===== config.mk =====
export PLATFORM = sky130hd
export DESIGN_NAME = mdu_iter
export DESIGN_NICKNAME = d
export VERILOG_FILES = /design/src/rtl/mdu_iter.sv
export SDC_FILE = /design/constraint.sdc
export NUM_CORES = 2
export LEC_CHECK = 0
export CAP_MARGIN = 40
export CORE_ASPECT_RATIO = 0.6
export CORE_MARGIN = 2
export CORE_UTILIZATION = 45
export DETAILED_ROUTE_END_ITERATION = 7
export PLACE_DENSITY_LB_ADDON = 0.1
export SYNTH_ARGS = -nofsm -noshare
export SYNTH_HDL_FRONTEND = slang
export SYNTH_SLANG_ARGS = --single-unit

===== constraint.sdc =====
create_clock -name clk -period 28.1 [get_ports clk]
set_clock_uncertainty 0.2 [all_clocks]
set_input_delay 4.215 -clock clk [delete_from_list [all_inputs] [get_ports clk]]
set_output_delay 4.215 -clock clk [all_outputs]
set_load 0.05 [all_outputs]

===== src/rtl/mdu_iter.sv =====
// Iterative RV64M multiply/divide unit: one bit per cycle with valid/ready handshakes on both sides.
// Optional MDU_EARLY_OUT_EN: zero-operand multiplies and zero-dividend divides skip the iteration phase.
module mdu_iter #(
   parameter int XLEN  = 64,
   parameter int CNT_W = 7
) (
   input  logic            clk,
   input  logic            reset,
   input  logic            flush,
   input  logic            in_valid,
   output logic            in_ready,
   input  logic [3:0]      op,
   input  logic [XLEN-1:0] a,
   input  logic [XLEN-1:0] b,
   output logic            out_valid,
   input  logic            out_ready,
   output logic [XLEN-1:0] result,
   output logic            busy
);

   localparam int HW = XLEN / 2;

   typedef enum logic [2:0] {S_IDLE, S_PREP, S_CALC, S_FIX, S_DONE} state_t;

   state_t              state;
   logic [3:0]          op_r;
   logic [XLEN-1:0]     a_r, b_r, opd, spec_val;
   logic [2*XLEN-1:0]   prod;
   logic [CNT_W-1:0]    cnt;
   logic                neg_hi, neg_lo, spec;

   logic                is_mul, is_div, is_w, is_rem, rsv, sgn_a, sgn_b;
   logic                a_neg, b_neg, div0, ovf, early, special;
   logic [XLEN-1:0]     ae, be, amag, bmag, min_val, spec_nxt;
   logic [XLEN:0]       mul_sum, div_sh;
   logic [XLEN-1:0]     div_diff;
   logic                div_ge;
   logic [2*XLEN-1:0]   pfin;
   logic [XLEN-1:0]     qv, rv, fix_val;

   function automatic logic [XLEN-1:0] sxw(input logic [HW-1:0] v);
      return {{HW{v[HW-1]}}, v};
   endfunction

   assign in_ready = (state == S_IDLE);
   assign busy     = (state != S_IDLE);

   always_comb begin
      is_mul  = (op_r <= 4'd3) || (op_r == 4'd8);
      is_div  = ((op_r >= 4'd4) && (op_r <= 4'd7)) || ((op_r >= 4'd9) && (op_r <= 4'd12));
      is_w    = (op_r >= 4'd8) && (op_r <= 4'd12);
      is_rem  = op_r inside {4'd6, 4'd7, 4'd11, 4'd12};
      rsv     = (op_r >= 4'd13);
      sgn_a   = op_r inside {4'd1, 4'd2, 4'd4, 4'd6, 4'd9, 4'd11};
      sgn_b   = op_r inside {4'd1, 4'd4, 4'd6, 4'd9, 4'd11};
      ae      = is_w ? (sgn_a ? sxw(a_r[HW-1:0]) : {{HW{1'b0}}, a_r[HW-1:0]}) : a_r;
      be      = is_w ? (sgn_b ? sxw(b_r[HW-1:0]) : {{HW{1'b0}}, b_r[HW-1:0]}) : b_r;
      a_neg   = sgn_a & ae[XLEN-1];
      b_neg   = sgn_b & be[XLEN-1];
      amag    = a_neg ? -ae : ae;
      bmag    = b_neg ? -be : be;
      min_val = is_w ? {{(HW+1){1'b1}}, {(HW-1){1'b0}}} : {1'b1, {(XLEN-1){1'b0}}};
      div0    = is_div && (be == '0);
      ovf     = is_div && sgn_b && (be == '1) && (ae == min_val);
`ifdef MDU_EARLY_OUT_EN
      early   = (is_mul && ((ae == '0) || (be == '0))) || (is_div && (ae == '0) && !div0);
`else
      early   = 1'b0;
`endif
      special = rsv || div0 || ovf || early;
      spec_nxt = '0;
      if (div0)
         spec_nxt = is_rem ? (is_w ? sxw(a_r[HW-1:0]) : a_r) : '1;
      else if (ovf)
         spec_nxt = is_rem ? '0 : ae;
   end

   // Multiply: add multiplicand into the upper half, then shift the whole product right.
   // Divide: prod holds {remainder, quotient}; the quotient bit shifts in at the LSB.
   always_comb begin
      mul_sum  = {1'b0, prod[2*XLEN-1:XLEN]} + {1'b0, opd};
      div_sh   = {prod[2*XLEN-1:XLEN], prod[XLEN-1]};
      div_diff = div_sh[XLEN-1:0] - opd;
      div_ge   = (div_sh >= {1'b0, opd});
      pfin     = neg_hi ? -prod : prod;
      qv       = neg_hi ? -prod[XLEN-1:0] : prod[XLEN-1:0];
      rv       = neg_lo ? -prod[2*XLEN-1:XLEN] : prod[2*XLEN-1:XLEN];
      fix_val  = '0;
      if (spec)
         fix_val = spec_val;
      else begin
         case (op_r)
            4'd0:               fix_val = pfin[XLEN-1:0];
            4'd1, 4'd2, 4'd3:   fix_val = pfin[2*XLEN-1:XLEN];
            4'd4, 4'd5:         fix_val = qv;
            4'd6, 4'd7:         fix_val = rv;
            4'd8:               fix_val = sxw(prod[XLEN-1:HW]);
            4'd9, 4'd10:        fix_val = sxw(qv[HW-1:0]);
            4'd11, 4'd12:       fix_val = sxw(rv[HW-1:0]);
            default:            fix_val = '0;
         endcase
      end
   end

   always_ff @(posedge clk or posedge reset) begin
      if (reset) begin
         state     <= S_IDLE;
         out_valid <= 1'b0;
         result    <= '0;
         cnt       <= '0;
         op_r      <= '0;
         a_r       <= '0;
         b_r       <= '0;
         opd       <= '0;
         prod      <= '0;
         neg_hi    <= 1'b0;
         neg_lo    <= 1'b0;
         spec      <= 1'b0;
         spec_val  <= '0;
      end else if (flush) begin
         state     <= S_IDLE;
         out_valid <= 1'b0;
      end else begin
         case (state)
            S_IDLE: if (in_valid) begin
               op_r  <= op;
               a_r   <= a;
               b_r   <= b;
               state <= S_PREP;
            end
            S_PREP: begin
               neg_hi   <= a_neg ^ b_neg;
               neg_lo   <= a_neg;
               opd      <= is_mul ? amag : bmag;
               // W divides park the 32-bit dividend in the upper word so its MSB shifts out first.
               if (is_mul)
                  prod <= {{XLEN{1'b0}}, bmag};
               else if (is_w)
                  prod <= {{XLEN{1'b0}}, amag[HW-1:0], {HW{1'b0}}};
               else
                  prod <= {{XLEN{1'b0}}, amag};
               cnt      <= is_w ? CNT_W'(HW) : CNT_W'(XLEN);
               spec     <= special;
               spec_val <= spec_nxt;
               state    <= special ? S_FIX : S_CALC;
            end
            S_CALC: begin
               cnt <= cnt - CNT_W'(1);
               if (is_mul)
                  prod <= prod[0] ? {mul_sum, prod[XLEN-1:1]} : {1'b0, prod[2*XLEN-1:1]};
               else
                  prod <= {(div_ge ? div_diff : div_sh[XLEN-1:0]), prod[XLEN-2:0], div_ge};
               if (cnt == CNT_W'(1))
                  state <= S_FIX;
            end
            S_FIX: begin
               result    <= fix_val;
               out_valid <= 1'b1;
               state     <= S_DONE;
            end
            S_DONE: if (out_ready) begin
               out_valid <= 1'b0;
               state     <= S_IDLE;
            end
            default: state <= S_IDLE;
         endcase
      end
   end

endmodule


==> flow_summary.yaml <==
timing:
  setup-tns-final_ns: 0
  max_slew_margin_pct: 26.0
  slew_viol_final: 0
  fin_crit_ns: 7.17
  max_freq_mhz: 140
  hold_violations: 0
  setup_violations: 0
  hold_ws_ns: 0.286
  worst-slew-pin-transition_ns: 1.11
  timing.final.crit_share_pct: 25.5
  rsz0062_at_grt: "no"
synthesis:
  synth_fa_ha_area_share_pct: 4.41
  synth-main-ff-cell: "dfrtp_1"
  synth.largest_area_cell: "dfrtp_1"
  synth_area_leaders: "dfrtp_1, o21ai_0, nand2_1, a21oi_1, xnor2_1"
  synth-seq-cells: 466
  synth_area_sq_um: 39200
  synth-edff-count: 0
  syn-instance-count: 5128
  synthMuxAreaShare_pct: 4.94
  yosys.area_share.simple_pct: 19.3
  synth_top_area_share_pct: 29.7
  yosysWarnings: 0
  syn_nets: 5402
  ys_seq_area_share_pct: 29.7
  synth-xor-area-share_pct: 8.44
  synth-async-reset-ratio_pct: 100
  ys_types: 90
  synth-compound-area-share_pct: 27.7
  avgSynthCellArea_sq_um: 7.65
  synth_top_family_by_area: "compound AO/OA/AOI/OAI gates"
routing:
  highest_layer: "met5"
  ant_nets: 0
  dr_wl_met2_microns: 69700
  detail_route.vias_per_cell: 6.75
  met1Wirelength_microns: 84700
  drtIter0Drc: 7044
  met3_length_microns: 30000
  wl_per_cell_microns: 30.5
  vias: 42300
  routed_wl_microns: 191000
  post-route-drc-count: 0
  dr.pass1.iters: 7
power_and_ir_drop:
  irDropWorstVdd_mv: 0.0656
  p_per_area_nw_per_um2: 147
  p_leak_nw: 17.7
critical_path:
  cp.arrival_ns: 7.46
  end_kind: "flop"
  critical_path.cell_chain: "clkdlybuf4s50_1, nor2_1, nand2_1, nor2_4, nor2_4, buf_4, a2111oi_0, a211oi_1"
  required_ns: 28.40
  cp_max_fo: 83
  crit_path_start_kind: "input pin"
  critPathKind: "input pin to flop"
  critical-path-top-delay-family: "simple AND/OR/NAND/NOR gates"
  path_common_cell: "nor2_4"
  reg2reg_from: "op_r[1]"
  cp_num_buf_inv: 2
  crit_start: "flush"
  slowest_stage: "nor2_4"
  max_stage_delay_ns: 0.64
grt:
  grt.total_usage_pct: 41.6
  grt_overflow: 0
  first_global_vias: 37200
  grt_max_degree: 132
  grt_pass1_wl_microns: 273000
  antenna_found_initial: 21
placed_design:
  gp_congestion: 1.07
  dp.cells: 6155
  hpwlAfterDp_microns: 148000
  portBuffers: 203
final_layout:
  final_common_cell: "nand2_1"
  layoutNonFillerInstCount: 6263
  drive_above_1_share_pct: 8.44
  final_cell_mix: "nand2_1, o21ai_0, a21oi_1, dfrtp_1, nor2_1"
  areaGrowthSynthToFinish_pct: 12.1
  nets: 5341
  final_core_util_pct: 51.2
floorplan:
  die_height_microns: 233
  rows: 83
  die_area_sq_um: 89600
  start_util_pct: 45.7
  ios: 204
  core_sq_um: 85900
  die_x_microns: 385
job:
  max_cap_violations: 0
clock_network:
  root_buffer: "clkbuf_16"
  ctsResizeCount: 0
  clkSinkCount: 466
  htreeDepth: 2
  cts_tree: "built"
  cts_setup_buffers: 0
  cts_hold_buffers: 0
  cts_max_path_buffers: 3
  cts.clk_slew.worst_paths_ns: 0.07
  cts_buffers: 49
  clock_latency_ns: 0.65
min_path:
  holdCritPathClass: "flop to flop"
  min-delay-start: "spec_val[34]"
run_status:
  status: "finished clean"
## through the flow
stage          cell area [sq um]  setup WS [ns]  total power (W)
6_report                   44000          20.93          0.00648
5_1_grt                    43900          20.73          0.00675
4_1_cts                    43900          20.97          0.00623
3_5_place_dp               42200          20.46          0.00549
3_3_place_gp               41800          20.49          0.00546
2_1_floorplan              39200          10.69          0.00387
## area by class of cell
type,count,area (sq um)
multi-input cells,4088,25500
clock inverters,21,277
repair buffers,332,3130
clock buffers,70,1430
fillers,8377,41900
flip-flops and latches,466,11700
inverters,130,495
well taps,1147,1440
diodes,9,22.5
## synth_stat cells (all sizes together) (10+ instances only)
cell and instances:
a22oi 19, mux2i 36, o21ai 561, and2 18, xor2 173, o21a 19
o41ai 27, o21bai 16, buf 57, dfrtp 466, nor3 88, o221ai 35
o211ai 60, a21o 79, o31ai 59, nor4 56, a22o 35, a221oi 59
a21boi 11, ha 135, nand3 104, or4 40, or2 24, a31oi 50
or3 53, nand2 677, and4 10, xnor2 205, o22ai 55, nor2 424
inv 130, nand4 51, clkbuf 387, a221o 12, a21oi 468, and3 26
mux2 138, nor2b 22, a222oi 16, nand2b 29, a211oi 78, a311oi 13
## worst min-delay path: cells and delay by family (launching register included)
family             cells  cell delay [ns]
AOI/OAI and AO/OA      1             0.06
DFF                    1             0.35
and+or+nand+nor        1             0.05
## state kept, by name, summed over array words and instances (netlist names)
| register | flops |
|---|---|
| a_r | 64 |
| b_r | 64 |
| cnt | 7 |
| neg_hi | 1 |
| neg_lo | 1 |
| op_r | 4 |
| opd | 64 |
| out_valid | 1 |
| prod | 128 |
| result | 64 |
| spec | 1 |
| spec_val | 64 |
| state | 3 |
## power by group
group | leakage (nW) | switching, W | total, W | internal, W
registers | 5.85 | 0.000536 | 0.00143 | 0.000894
clock network | 0.836 | 0.000321 | 0.000724 | 0.000402
logic | 11.0 | 0.00291 | 0.00433 | 0.00141
## final timing paths
| check | end | cells past startpoint | slack [ns] |
|---|---|---|---|
| setup / recovery | prod[50] | 8 | 20.93 |
| hold / removal | spec_val[34] | 2 | 0.29 |
| setup reg to reg | spec_val[8] | 10 | 22.03 |
| hold reg to reg | spec_val[34] | 2 | 0.29 |
| max in group asynchronous | a_r[43] | 5 | 21.82 |
| min in group asynchronous | prod[80] | 2 | 3.84 |
## per-layer routing
metal	up-vias	track usage, %
met1	20600	62.4
met3	370	18.4
met5	-	0.763
met4	18	11.8
met2	2814	51.8
li1	18500	-
## cells by family (layout without fill, tap and decap cells)
| family | Yosys count | in the layout |
|---|---|---|
| buffers and inverters | 574 | 553 |
| DFF | 466 | 466 |
| adders and majority gates | 137 | 137 |
| muxes | 175 | 175 |
| AOI/OAI and AO/OA | 1745 | 1745 |
| and+or+nand+nor | 1653 | 1653 |
| other | 0 | 9 |
| xor gates and xnor gates | 378 | 378 |
No activity file was read; power rests on OpenSTA's default activity.
